File: config.mk
export PLATFORM = sky130hd
export DESIGN_NAME = hazard_ctrl
export DESIGN_NICKNAME = d
export VERILOG_FILES = /design/src/rtl/mips_pipe_pkg.sv /design/src/rtl/hazard_perf_cnt.sv /design/src/rtl/hazard_ctrl.sv
export SDC_FILE = /design/constraint.sdc
export NUM_CORES = 1
export LEC_CHECK = 0
export BUFFER_PORTS_ARGS = -buffer_cell sky130_fd_sc_hd__buf_2
export CAP_MARGIN = 20
export CORE_MARGIN = 3
export CORE_UTILIZATION = 55
export CTS_BUF_LIST = sky130_fd_sc_hd__clkbuf_4 sky130_fd_sc_hd__clkbuf_8
export CTS_CLUSTER_SIZE = 25
export DETAILED_ROUTE_END_ITERATION = 6
export PLACE_DENSITY = 0.83
export SYNTH_ARGS = -nofsm -noshare
export SYNTH_HDL_FRONTEND = slang
export SYNTH_SLANG_ARGS = --single-unit
File: constraint.sdc
create_clock -name clk -period 2.19 [get_ports clk]
set_clock_uncertainty 0.1 [all_clocks]
set_input_delay 0.438 -clock clk [delete_from_list [all_inputs] [get_ports clk]]
set_output_delay 0.438 -clock clk [all_outputs]
set_load 0.05 [all_outputs]
File: src/rtl/mips_pipe_pkg.sv
// -----------------------------------------------------------------------------
// mips_pipe_pkg
// Shared types and constants for the 5-stage MIPS pipeline control path.
//   hazard_state_t : states of the central hazard controller
//   STAGE_CNT      : number of pipeline registers that can be stalled (PC..M/W)
//   STG_*          : index of each stage inside a pipe_ctrl_t bundle
//   pipe_ctrl_t    : stall[4:0] for F,D,E,M,W and flush[4:1] for D,E,M,W, so a
//                    pipeline-register module can take one bundle
// Optional build macro used by the consumers of this package:
//   HAZARD_PERF_CNT_EN adds performance counters to hazard_ctrl.
// -----------------------------------------------------------------------------
package mips_pipe_pkg;

  typedef enum logic [1:0] {
    RUN      = 2'd0,
    MDU_WAIT = 2'd1,
    EXC_HOLD = 2'd2
  } hazard_state_t;

  localparam int STAGE_CNT = 5;

  localparam int STG_F = 0;
  localparam int STG_D = 1;
  localparam int STG_E = 2;
  localparam int STG_M = 3;
  localparam int STG_W = 4;

  localparam int PERF_CNT_N = 3;
  localparam int PERF_CNT_W = 32;

  typedef struct packed {
    logic [STAGE_CNT-1:0] stall;
    logic [STAGE_CNT-1:1] flush;
  } pipe_ctrl_t;

  // Nothing held, nothing cleared: the normal free-running pipe.
  function automatic pipe_ctrl_t pipe_ctrl_idle();
    pipe_ctrl_t c;
    c.stall = '0;
    c.flush = '0;
    return c;
  endfunction

  // Reset view: every pipeline register past the PC is cleared, nothing held.
  function automatic pipe_ctrl_t pipe_ctrl_reset();
    pipe_ctrl_t c;
    c.stall = '0;
    c.flush = '1;
    return c;
  endfunction

endpackage

File: src/rtl/hazard_perf_cnt.sv
// -----------------------------------------------------------------------------
// hazard_perf_cnt
// Bank of N independent saturating event counters.
// Ports:
//   clk  : clock
//   rst  : synchronous active-high reset, clears every counter
//   inc  : one increment strobe per counter, sampled each clock
//   cnt  : current counter values, cnt[k] belongs to inc[k]
// Counters stick at all-ones instead of wrapping so a long run never reads
// as a small number.
// -----------------------------------------------------------------------------
module hazard_perf_cnt #(
  parameter int N = 3,
  parameter int W = 32
) (
  input  logic                clk,
  input  logic                rst,
  input  logic [N-1:0]        inc,
  output logic [N-1:0][W-1:0] cnt
);

  genvar gi;
  generate
    for (gi = 0; gi < N; gi++) begin : g_cnt
      logic [W-1:0] cnt_reg;

      always_ff @(posedge clk) begin
        if (rst) begin
          cnt_reg <= '0;
        end else if (inc[gi] && (cnt_reg != {W{1'b1}})) begin
          cnt_reg <= cnt_reg + {{(W-1){1'b0}}, 1'b1};
        end
      end

      assign cnt[gi] = cnt_reg;
    end
  endgenerate

endmodule

File: src/rtl/hazard_ctrl.sv
// -----------------------------------------------------------------------------
// hazard_ctrl
// Central stall/flush controller for the 5-stage MIPS pipeline. Arbitrates
// icache miss, dcache miss, multi-cycle MDU, load-use, E-stage redirect and
// M-stage exception/eret, and remembers a redirect that arrives while the pipe
// is frozen so the wrong-path instruction in D is still killed on release.
//
// Parameters:
//   MDU_TIMEOUT : max cycles in MDU_WAIT before a forced exit with mdu_cancel
//                 (0 disables the timeout)
// Ports:
//   clk, rst                       : clock, synchronous active-high reset
//   i_stall, d_stall               : icache / dcache miss
//   mdu_start, mdu_done            : MDU issue pulse in E / MDU result valid
//   load_use                       : E-stage load feeds a D-stage consumer
//   redirectE                      : E-stage redirect, wrong-path instr in D
//   exceptM, eretM                 : exception / eret committed in M
//   stallF..stallW                 : hold PC, F/D, D/E, E/M, M/W registers
//   flushD..flushW                 : clear F/D, D/E, E/M, M/W registers
//   mdu_cancel                     : abort the in-flight MDU operation
//   stall_cycles, flush_events,
//   mdu_wait_cycles                : perf counters, only with HAZARD_PERF_CNT_EN
//
// All outputs are combinational from state, pending-flush flag and inputs.
// Build macro: HAZARD_PERF_CNT_EN adds the three saturating perf counters.
// -----------------------------------------------------------------------------
module hazard_ctrl
  import mips_pipe_pkg::*;
#(
  parameter int MDU_TIMEOUT = 64
) (
  input  logic        clk,
  input  logic        rst,
  input  logic        i_stall,
  input  logic        d_stall,
  input  logic        mdu_start,
  input  logic        mdu_done,
  input  logic        load_use,
  input  logic        redirectE,
  input  logic        exceptM,
  input  logic        eretM,
  output logic        stallF,
  output logic        stallD,
  output logic        stallE,
  output logic        stallM,
  output logic        stallW,
  output logic        flushD,
  output logic        flushE,
  output logic        flushM,
  output logic        flushW,
  output logic        mdu_cancel
`ifdef HAZARD_PERF_CNT_EN
  ,
  output logic [31:0] stall_cycles,
  output logic [31:0] flush_events,
  output logic [31:0] mdu_wait_cycles
`endif
);

  hazard_state_t state_reg, state_next;
  logic          pend_d_reg, pend_d_next;
  logic [31:0]   mdu_cnt_reg, mdu_cnt_next;

  pipe_ctrl_t    ctrl;
  logic          cancel;
  logic          exc;
  logic          ls;
  logic          kill_d;
  logic          timeout_hit;

  // ---------------------------------------------------------------------------
  // State register
  // ---------------------------------------------------------------------------
  always_ff @(posedge clk) begin
    if (rst) begin
      state_reg   <= RUN;
      pend_d_reg  <= 1'b0;
      mdu_cnt_reg <= '0;
    end else begin
      state_reg   <= state_next;
      pend_d_reg  <= pend_d_next;
      mdu_cnt_reg <= mdu_cnt_next;
    end
  end

  // ---------------------------------------------------------------------------
  // Next state and outputs, rules evaluated in priority order
  // ---------------------------------------------------------------------------
  always_comb begin
    ctrl         = pipe_ctrl_idle();
    cancel       = 1'b0;
    state_next   = state_reg;
    pend_d_next  = pend_d_reg;
    mdu_cnt_next = mdu_cnt_reg;
    kill_d       = 1'b0;

    exc = exceptM | eretM;
    ls  = i_stall | d_stall | ((state_reg == MDU_WAIT) & ~mdu_done);

    // The counter holds the number of MDU_WAIT cycles already completed, so
    // this fires on the MDU_TIMEOUT-th waiting cycle. A done in that same
    // cycle is a normal completion and wins.
    timeout_hit = (MDU_TIMEOUT != 0) && (state_reg == MDU_WAIT) && !mdu_done &&
                  (mdu_cnt_reg == 32'(MDU_TIMEOUT - 1));

    if (exc) begin
      // Everything younger than the committing instruction is wrong-path.
      // The PC still waits on a pending fetch so the vector fetch is not lost.
      ctrl.flush         = '1;
      ctrl.stall[STG_F]  = i_stall;
      cancel             = (state_reg == MDU_WAIT) | mdu_start;
      pend_d_next        = 1'b0;
      mdu_cnt_next       = '0;
      state_next         = i_stall ? EXC_HOLD : RUN;
    end else if (state_reg == EXC_HOLD) begin
      // Keep D empty until fetch delivers; the exit cycle still flushes D
      // because the fetched word in flight belongs to the old path.
      ctrl.stall[STG_F] = 1'b1;
      ctrl.flush[STG_D] = 1'b1;
      if (!i_stall) begin
        state_next = RUN;
      end
    end else begin
      if (ls) begin
        ctrl.stall = '1;
        // During an MDU wait the older M/W instructions keep draining while
        // the MDU instruction sits in E; a bubble enters M behind them.
        // A dcache miss freezes M/W regardless.
        if ((state_reg == MDU_WAIT) && !d_stall) begin
          ctrl.stall[STG_M] = 1'b0;
          ctrl.stall[STG_W] = 1'b0;
          ctrl.flush[STG_M] = 1'b1;
        end
        // D cannot be flushed while held; remember it for the release cycle.
        if (redirectE) begin
          pend_d_next = 1'b1;
        end
      end else begin
        kill_d            = redirectE | pend_d_reg;
        ctrl.flush[STG_D] = kill_d;
        pend_d_next       = 1'b0;
        // A killed D instruction has no consumer to protect.
        if (!kill_d && load_use) begin
          ctrl.stall[STG_F] = 1'b1;
          ctrl.stall[STG_D] = 1'b1;
          ctrl.flush[STG_E] = 1'b1;
        end
      end

      case (state_reg)
        RUN: begin
          // start+done together is a single-cycle operation
          if (mdu_start && !mdu_done) begin
            state_next   = MDU_WAIT;
            mdu_cnt_next = '0;
          end
        end
        MDU_WAIT: begin
          if (mdu_done) begin
            state_next   = RUN;
            mdu_cnt_next = '0;
          end else if (timeout_hit) begin
            cancel       = 1'b1;
            state_next   = RUN;
            mdu_cnt_next = '0;
          end else if (mdu_cnt_reg != 32'hFFFF_FFFF) begin
            mdu_cnt_next = mdu_cnt_reg + 32'd1;
          end
        end
        default: begin
          state_next = RUN;
        end
      endcase
    end

    // Reset view overrides everything for as long as rst is held.
    if (rst) begin
      ctrl   = pipe_ctrl_reset();
      cancel = 1'b0;
    end
  end

  assign stallF     = ctrl.stall[STG_F];
  assign stallD     = ctrl.stall[STG_D];
  assign stallE     = ctrl.stall[STG_E];
  assign stallM     = ctrl.stall[STG_M];
  assign stallW     = ctrl.stall[STG_W];
  assign flushD     = ctrl.flush[STG_D];
  assign flushE     = ctrl.flush[STG_E];
  assign flushM     = ctrl.flush[STG_M];
  assign flushW     = ctrl.flush[STG_W];
  assign mdu_cancel = cancel;

`ifdef HAZARD_PERF_CNT_EN
  // ---------------------------------------------------------------------------
  // Performance counters: not touched by exceptions, only by rst
  // ---------------------------------------------------------------------------
  logic [PERF_CNT_N-1:0]                 perf_inc;
  logic [PERF_CNT_N-1:0][PERF_CNT_W-1:0] perf_cnt;

  assign perf_inc = {(state_reg == MDU_WAIT), ctrl.flush[STG_D], ctrl.stall[STG_F]};

  hazard_perf_cnt #(
    .N (PERF_CNT_N),
    .W (PERF_CNT_W)
  ) u_perf (
    .clk (clk),
    .rst (rst),
    .inc (perf_inc),
    .cnt (perf_cnt)
  );

  assign stall_cycles    = perf_cnt[0];
  assign flush_events    = perf_cnt[1];
  assign mdu_wait_cycles = perf_cnt[2];
`endif

endmodule

==> impl_metrics.yaml <==
timing:
  fin_crit_ns: 2.60
  worstMarginPinSlew_ns: 0.525
  hold_violations: 0
  fin_ws_ns: -0.410
  max_freq_ghz: 0.385
  tns_ns: -1.18
  fin_crit_sh_pct: 119
  slew_headroom_pct: 64.7
  rsz0062_at_grt: "true"
  holdWs_ns: 0.337
  slew_viol_final: 0
  setup_viol: 15
job:
  drv_cap: 0
placement:
  port-buffer-count: 19
  post-dp-hpwl_um: 4250
  dpl_cell_area_um2: 2670
  place_ws_ns: -0.261
  gp_congestion: 0.866
drt:
  antenna_left: 0
  avgViaCountPerCell: 7.13
  routed_wl_um: 8940
  drtIter0Drc: 437
  drc: 0
  routed-via-count: 2729
  firstDrtPassIters: 6
  wl_per_cell_um: 23.4
cts:
  clock-sinks: 35
  h-tree-depth: 2
  hold_buffers: 0
  cts_buffer_depth: 2
  path_clk_slew_ns: 0.07
  cts_tree: "done"
  cts_root_buf: "clkbuf_8"
  numCtsBuffers: 5
  clock_latency_ns: 0.31
finish:
  utilization_pct: 88.5
  ff_latch_area_um2: 714
  multi_input_area_um2: 1450
  nFillCells: 170
  nNetsFinal: 348
  syn_to_final_growth_pct: 48.7
  drive_above_1_share_pct: 45.1
  finalInstanceArea_um2: 3070
  largest_reg_flops: 32
  antenna_cells: 0
global_route:
  grt_pass1_wl_um: 10400
  antenna_found_initial: 0
  track_usage_pct: 31.1
  overflow: 0
  grt_max_degree: 30
  grt_pass1_vias: 2209
floorplan:
  core-area_um2: 3470
  initial_utilization_pct: 59.5
  rows: 21
  die_x_um: 67.3
  die-area_um2: 4520
  pin_count: 20
  fp.dieH_um: 67.3
synth:
  synthTopCellsByArea: "dfxtp_1, or4_1, o31ai_1, a21oi_1, nand2_1"
  ys_seq_elements: 35
  syn_inst: 252
  synth_top_area_share_pct: 33.9
  async_flop_share_pct: 0
  syn_area_um2: 2060
  synth_warnings: 0
  yosys.area.top_type: "dfxtp_1"
  yosysSeqAreaShare_pct: 33.9
  synth_edf_count: 0
  synth_fp_nets: 263
  synth_cell_types: 38
  synth_area_per_cell_um2: 8.19
  synth_flop_cell: "dfxtp_1"
critical_path:
  path_max_fanout: 2
  critPathLaunch: "mdu_cnt_reg[27]"
  worstPathArrival_ns: 2.06
  r2r_start: "mdu_cnt_reg[12]"
  critical_path.n_buffers_inverters: 1
  critPathLaunchType: "register"
  required_ns: 1.65
  cp_top_family: "simple AND/OR/NAND/NOR gates"
  cp_slowest_cell: "or4_4"
  crit_path_cell_trace: "nor4_4, nand4_1, or4_4, a211oi_4, buf_6"
  criticalPathCategory: "register to output port"
  critical_path.max_stage_delay_ns: 0.45
  end_kind: "output port"
run_status:
  violations: "setup timing"
  status: "complete, but fails checks"
hold_path:
  min_path_type: "primary input to register"
  hp-start: "i_stall"
power_and_ir_drop:
  power_density_nw_per_um2: 419
  p_leak_nw: 1.09
  ir_drop_mv: 0.469
[Yosys cell counts, types with 2 or more instances]
| master | count |
|---|---|
| a21oi_1 | 32 |
| a21oi_2 | 3 |
| and2_1 | 3 |
| and3_1 | 3 |
| and4_1 | 5 |
| buf_2 | 2 |
| buf_4 | 4 |
| buf_6 | 3 |
| clkbuf_1 | 6 |
| dfxtp_1 | 35 |
| inv_1 | 6 |
| nand2_1 | 18 |
| nand2b_1 | 2 |
| nand3_1 | 12 |
| nand4_1 | 9 |
| nor2_1 | 10 |
| nor3_1 | 10 |
| nor4_1 | 6 |
| o21ai_0 | 11 |
| o31ai_1 | 24 |
| or3_1 | 7 |
| or4_1 | 25 |
[worst register-to-register path: cells and delay by family, from the launching register on]
family          cells  cell delay [ns]
flops               1             0.36
simple gates        3             1.17
buf+inv             1             0.11
compound gates      2             0.47
[stage by stage]
step           instances  power [mW]
2_1_floorplan        252       0.726
3_3_place_gp         366       0.766
3_5_place_dp         366       0.770
4_1_cts              375        1.25
5_1_grt              383        1.31
6_report             383        1.29
[layout make-up]
| class | count | area share [%] |
|---|---|---|
| inverter | 6 | 0.896 |
| timing repair buffer | 93 | 23.9 |
| clock buffer | 6 | 2.69 |
| multi-input combinational | 196 | 47.2 |
| clock inverter | 1 | 0.163 |
| sequential | 35 | 23.3 |
| tap | 46 | 1.87 |
[where the power goes]
part | switching [mW] | internal [mW]
clock | 0.253 | 0.247
combinational | 0.0978 | 0.0522
sequential | 0.00151 | 0.637
[worst paths after layout]
path | to | slack [ns] | cells past startpoint
worst min register to register | pend_d_reg | 0.46 | 2
worst max register to register | mdu_cnt_reg[28] | -0.12 | 6
worst max-delay path | mdu_cancel | -0.41 | 5
worst min-delay path | state_reg[1] | 0.34 | 3
[cell families after synthesis]
logic type	synth area share (%)
compound gates	25.0
fa+ha+maj	0.606
buf+inv	5.76
flops	33.9
simple gates	34.7
[placed cells by master (no fill, tap or decap), drive strengths merged, types with 2 or more instances in the layout]
master  count
buf        93
a21oi      35
dfxtp      35
or4        25
o31ai      24
nand2      18
nand3      12
o21ai      12
nor2       10
nand4      10
nor3       10
or3         7
nor4        7
clkbuf      6
inv         6
and4        5
and3        3
and2        3
a211oi      2
nand2b      2
[timing repair]
item / in CTS / in global routing
gates resized for setup: 20 / 48
endpoints found under the setup margin: 10 / 39
cloned: 0 / 1
buffers inserted: 2 / 7
pin swaps: 7 / 16
[layer usage]
| layer | share of wire (%) | GRT usage (%) | up-vias |
|---|---|---|---|
| li1 | - | - | 1158 |
| met1 | 34 | 35.6 | 1241 |
| met2 | 47 | 52.0 | 255 |
| met3 | 10 | 8.82 | 75 |
| met4 | 8.6 | 17.0 | 0 |
| met5 | 0 | 0 | - |
Power figures use the tool's default switching activity.
